==> src/rtl/pmod_debounce.sv <==
// Synchronises and debounces raw PMOD inputs, one independent channel per bit.
// Each channel provides a clean level, registered rise/fall pulses and a press toggle.
module pmod_debounce #(
  parameter int unsigned WIDTH           = 2,
  parameter int unsigned DEBOUNCE_CYCLES = 120000,
  parameter int unsigned CNT_W           = $clog2(DEBOUNCE_CYCLES)
) (
  input  logic             clk,
  input  logic             reset_n,
  input  logic [WIDTH-1:0] pmod,
  output logic [WIDTH-1:0] level,
  output logic [WIDTH-1:0] rise,
  output logic [WIDTH-1:0] fall,
  output logic [WIDTH-1:0] toggle
);

  typedef enum logic [1:0] {
    StStableLo = 2'd0,
    StWaitHi   = 2'd1,
    StStableHi = 2'd2,
    StWaitLo   = 2'd3
  } state_e;

  localparam logic [CNT_W-1:0] CntLast = CNT_W'(DEBOUNCE_CYCLES - 1);

  logic [WIDTH-1:0] sync1;
  logic [WIDTH-1:0] sync2;

  always_ff @(posedge clk or negedge reset_n) begin
    if (!reset_n) begin
      sync1 <= '0;
      sync2 <= '0;
    end else begin
      sync1 <= pmod;
      sync2 <= sync1;
    end
  end

  for (genvar g = 0; g < WIDTH; g++) begin : gen_chan
    state_e           state_q, state_d;
    logic [CNT_W-1:0] cnt_q, cnt_d;
    logic             rise_q, rise_d;
    logic             fall_q, fall_d;
    logic             toggle_q, toggle_d;
    logic             s;
    logic             level_bit;

    assign s = sync2[g];

    always_ff @(posedge clk or negedge reset_n) begin
      if (!reset_n) begin
        state_q  <= StStableLo;
        cnt_q    <= '0;
        rise_q   <= 1'b0;
        fall_q   <= 1'b0;
        toggle_q <= 1'b0;
      end else begin
        state_q  <= state_d;
        cnt_q    <= cnt_d;
        rise_q   <= rise_d;
        fall_q   <= fall_d;
        toggle_q <= toggle_d;
      end
    end

    // The counter is cleared on every WAIT entry and only compared while waiting,
    // so it can never wrap.
    always_comb begin
      state_d  = state_q;
      cnt_d    = cnt_q;
      rise_d   = 1'b0;
      fall_d   = 1'b0;
      toggle_d = toggle_q;
      case (state_q)
        StStableLo: begin
          if (s) begin
            state_d = StWaitHi;
            cnt_d   = '0;
          end
        end
        StWaitHi: begin
          if (!s) begin
            state_d = StStableLo;
          end else if (cnt_q == CntLast) begin
            state_d  = StStableHi;
            rise_d   = 1'b1;
            toggle_d = ~toggle_q;
          end else begin
            cnt_d = cnt_q + CNT_W'(1);
          end
        end
        StStableHi: begin
          if (!s) begin
            state_d = StWaitLo;
            cnt_d   = '0;
          end
        end
        StWaitLo: begin
          if (s) begin
            state_d = StStableHi;
          end else if (cnt_q == CntLast) begin
            state_d = StStableLo;
            fall_d  = 1'b1;
          end else begin
            cnt_d = cnt_q + CNT_W'(1);
          end
        end
        default: begin
          state_d = StStableLo;
        end
      endcase
    end

    // While waiting to fall the accepted level is still high.
    always_comb begin
      level_bit = (state_q == StStableHi) || (state_q == StWaitLo);
    end

    assign level[g]  = level_bit;
    assign rise[g]   = rise_q;
    assign fall[g]   = fall_q;
    assign toggle[g] = toggle_q;
  end

endmodule

==> config.mk <==
export PLATFORM = sky130hd
export DESIGN_NAME = pmod_debounce
export DESIGN_NICKNAME = d
export VERILOG_FILES = /design/src/rtl/pmod_debounce.sv
export SDC_FILE = /design/constraint.sdc
export NUM_CORES = 1
export LEC_CHECK = 0
export CORE_ASPECT_RATIO = 1.75
export CORE_MARGIN = 5
export CORE_UTILIZATION = 58
export DETAILED_ROUTE_END_ITERATION = 6
export GPL_TIMING_DRIVEN = 0
export PLACE_DENSITY = 0.81
export SKIP_LAST_GASP = 1
export SYNTH_ARGS = -nofsm -noshare
export SYNTH_HDL_FRONTEND = slang
export SYNTH_SLANG_ARGS = --single-unit
==> constraint.sdc <==
create_clock -name clk -period 4.8 [get_ports clk]
set_input_delay 0.72 -clock clk [delete_from_list [all_inputs] [get_ports clk]]
set_output_delay 0.72 -clock clk [all_outputs]
set_load 0.01 [all_outputs]
======== Word-level counts from Yosys, hierarchy flattened ========
Cells that the tools add are included.
word-level totals
  bits in registers ....................... 48
  bits of input ports ..................... 4
  output and inout bits ................... 8
  logic and storage cells ................. 82
operators by class
  $add $sub $neg .......................... 2
  equality and inequality tests ........... 20
  multiplexer cells ....................... 36
  bitwise logic cells ..................... 2
  reductions and logical operators ........ 10
operators with widths
  cell                                                                   count
  17-bit two-way mux                                                     10
  17-bit case mux with 4 select lines                                    2
  17-bit by 1-bit adder with 17-bit output, second input constant        2
  17-bit equality test, second input constant                            2
  2-bit two-way mux                                                      12
  2-bit inequality test, second input constant                           8
  2-bit case mux with 4 select lines                                     2
  4-bit AND reduction                                                    4
  3-bit inequality test, second input constant                           4
  1-bit two-way mux                                                      10
  2-bit equality test, second input constant                             4
  3-bit AND reduction                                                    2
  2-bit by 1-bit equality test with 1-bit output, second input constant  2
  2-bit zero test                                                        2
  1-bit logical OR                                                       2
  1-bit inverter                                                         2

======== Depth between registers and ports, before layout ========
  depth after elaboration ................. 4
  mapped depth ............................ 6
  mapped depth without buffers ............ 5

======== Least setup slack after synthesis ========
Ideal clock, no wire load.
  path kind ............................... register to register
  start point ............................. reg gen_chan[1].cnt_q[13]
  end point ............................... reg gen_chan[1].cnt_q[0]
  library setup time ...................... 146 ps
  arrival ................................. 1,842 ps
  required time ........................... 4,654 ps
  path slack .............................. 2,812 ps
  cell stages (with the launch flop) ...... 5
  path buffers ............................ 0
  period minus slack after synthesis ...... 1,988 ps
  path through ............................ dfrtp_1 > or4_1 > or4_1 > nand2b_1 > o311ai_0
on the way
  word-level cells in the longest chain between the ends .. 4
  elaborated cells between the ends (all ways) .. 5
  classes of those cells .................. eq/ne: 1; mux: 4
RTL lines
  item                                     line     RTL
  start: declaration                       41       logic [CNT_W-1:0] cnt_q, cnt_d;
  start signal: assignment                 59       cnt_q <= cnt_d;
  17-bit equality test (*)                 84, 101
  17-bit two-way mux (*)                   n/a
  17-bit two-way mux (on tied branches)    n/a
  17-bit case mux with 4 select lines (*)  n/a
Mark *: on every way between the ends. The rest lies on a longest branch, timed or not. The select of a mux whose other input is x is not followed.
A chain may end at the register's enable or synchronous reset.

======== Worst setup path after layout ========
Same ends and word-level chain as after synthesis.

==> flow_summary.ini <==
[run_status]
status = complete, no violations

[cells_and_area]
antenna_cells = 0
num-fill-cells = 386
area_growth_pct = 11.2
nets = 315
final_common_cell = dfrtp_1
drive_gt1_share_pct = 7.74
finalNonFillerCells = 361
layout_common_cells = dfrtp_1 (48), nand2_1 (34), o21ai_0 (19)

[timing]
rsz0062_at_grt = no
fin_ws_ns = 2.53
fmax_mhz = 440
slew_headroom_pct = 49.3
timing.final.crit_share_pct = 47.4
hold_viol = 0
setup_violations = 0
setup-tns-final_ns = 0
tightest_slew_ns = 0.755
maxSlewViolCount = 0
fin_worst_skew_ns = 0.00631
layout_min_cycle_time_ns = 2.27

[logic_synthesis]
synth_area_mm2 = 0.00265
yosys-top-cells-area = dfrtp_1 (45%), nand2_1 (4.8%), o21ai_0 (3.6%)
avgSynthCellArea_um2 = 9.14
syn-num-nets = 296
synth_top_area_cell = dfrtp_1
ys.flop_type = dfrtp_1
ys_seq_elements = 48
synthArstFlopShare_pct = 100
synth_edf_count = 0
ys_warn_count = 0
syn_inst = 290
yosysUniqueCellTypes = 49
yosysTopAreaCellShare_pct = 45.3
seq_area_frac_synth_pct = 45.3

[setup_path]
crit_path_start_kind = flop
cp-end-kind = flop
required_ns = 4.95
path_class = reg2reg
reg2reg_slack_ns = 2.53
worst-path-max-fanout = 7
crit_arrival_ns = 2.42

[clock_tree]
worst_skew_pair.late_latency_ns = 0.30
cts_hold_buf = 0
htreeDepth = 2
cts_sinks = 48
cts.repair.resized = 0
post_cts_buffers = 0
cts_tree = yes
cts_buffer_depth = 2
cts-root-buf = clkbuf_8
cts_buffers = 5
cts.clk_slew.worst_paths_ns = 0.09

[min_path]
hold_class = in2async

[die]
dieHeight_um = 99.4
dieWidth_um = 61.1
top_level_ports = 12
die-area_mm2 = 0.00607
core-area_mm2 = 0.00440
fp-row-count = 32
start_util_pct = 60.2

[global_routing]
grt_usage_pct = 21.1
grt-ovfl-total = 0
grt_pass1_vias = 2191
antenna_found_initial = 0
grt_max_degree = 38
grt_pass1_wl_um = 10000

[route]
wire_per_inst_um = 15.9
first_iter_violations = 130
num_vias = 2297
wl_um = 5750
drt_first_pass_iters = 4
via_per_inst = 6.36
drc = 0
ant_nets = 0

[power]
pwr-share-clk_pct = 37.5
swShare_pct = 24.0
pwr-share-seq_pct = 55.9
vdd_drop_max_mv = 0.210
p_leak_nw = 1.17
comb_power_share_pct = 6.7
p_per_area_mw_per_mm2 = 263
internal_power_w = 0.000589
p_sw_w = 0.000186

[place]
dp.cells = 353
globalplace.congestion = 0.973
dpl.hpwl_um = 4210
io_buffers = 11
dp_slack_ns = 2.56

[flow_run]
maxCapViolCount = 0
-- per-layer routing --
metal	share of wire, %	track usage [%]	up-vias
li1	-	-	1100
met1	38	23.8	1127
met2	57	38.7	54
met3	2.7	2.86	16
met4	2.0	7.01	0
met5	0	0	-
-- registers in the layout, summed over array words and instances, names as in the netlist, named ones only --
signal and cells:
gen_chan.cnt_q 34, gen_chan.rise_q 2, gen_chan.toggle_q 2, sync2 2, sync1 2, gen_chan.state_q 2, gen_chan.fall_q 2
-- worst max-delay path, stage by stage, from the launching register on --
cell,delay (ns)
dfrtp_1,0.46
or4_1,0.60
or4_1,0.70
nand2b_1,0.22
o311ai_0,0.15
-- area by class of cell --
type | count | area (um2) | share of cell area (%)
Clock inverter | 2 | 35.0 | 1.19
Sequential cell | 48 | 1200 | 40.8
Multi-Input combinational cell | 210 | 1300 | 44.0
Inverter | 7 | 26.3 | 0.892
Tap cell | 51 | 63.8 | 2.17
Timing Repair Buffer | 12 | 125 | 4.25
Clock buffer | 6 | 72.6 | 2.46
Buffer | 25 | 125 | 4.25
-- path summary, 6_finish.rpt --
kind,start,to,depth (start not counted)
max in group asynchronous,reset_n,gen_chan[1].cnt_q[8]$_DFFE_PN0P_,2
max reg2reg,gen_chan[1].cnt_q[13]$_DFFE_PN0P_,gen_chan[1].cnt_q[0]$_DFFE_PN0P_,4
min reg2reg,sync1[0]$_DFF_PN0_,sync2[0]$_DFF_PN0_,0
max,gen_chan[1].cnt_q[13]$_DFFE_PN0P_,gen_chan[1].cnt_q[0]$_DFFE_PN0P_,4
min in group clk,sync1[0]$_DFF_PN0_,sync2[0]$_DFF_PN0_,0
min,reset_n,gen_chan[0].cnt_q[14]$_DFFE_PN0P_,1
-- stage by stage --
step | cell area [um2] | power (W) | utilization (%) | hold slack, ns
2_1_floorplan | 2650 | 0.000468 | - | 0.331
3_3_place_gp | 2820 | 0.000489 | 64.1 | 0.335
3_5_place_dp | 2840 | 0.000493 | 64.5 | 0.337
4_1_cts | 2950 | 0.000783 | 66.9 | 0.290
5_1_grt | 2950 | 0.000809 | 66.9 | 0.306
6_report | 2950 | 0.000776 | 66.9 | 0.294
-- power by group through the flow --
stage | logic [W] | clock network, W | registers [W]
CTS | 0.0000526 | 0.000298 | 0.000433
global placement | 0.0000490 | 0 | 0.000440
global route | 0.0000600 | 0.000314 | 0.000435
finish | 0.0000518 | 0.000291 | 0.000433
floorplan | 0.0000312 | 0 | 0.000436
detailed placement | 0.0000528 | 0 | 0.000441
-- cells in the mapped netlist (2+ instances only) --
library cell  number
a22o_1             2
o21ai_0           19
xor2_1             2
or2_2              2
nand3_1           18
nor4_1             6
and2_1             2
inv_1              7
and4b_1            2
nand4_1           10
or3_1              6
nor2_1            16
o211ai_1           4
buf_4              8
xnor2_1            5
dfrtp_1           48
nor2b_1            2
nand2_1           34
a21oi_1            9
or4_1              8
nor3b_1            2
a31oi_1            6
nand2b_1           4
o31ai_1            3
mux2i_1            8
or4b_1             2
nor3_1             9
clkbuf_1          16
ha_1               2
a211oi_1           3
nand4b_1           2
and4_1             5
nor4_2             2
-- cells by family after synthesis --
family          count (synthesis)  share of synthesized area, %
simple gates                  135                          28.3
compound gates                 57                          13.9
flops                          48                          45.3
buf+inv                        32                          5.71
mux                             9                          3.45
xor+xnor                        7                          2.31
fa+ha+maj                       2                         0.944
Note: power is estimated with default switching activity, not from simulation.
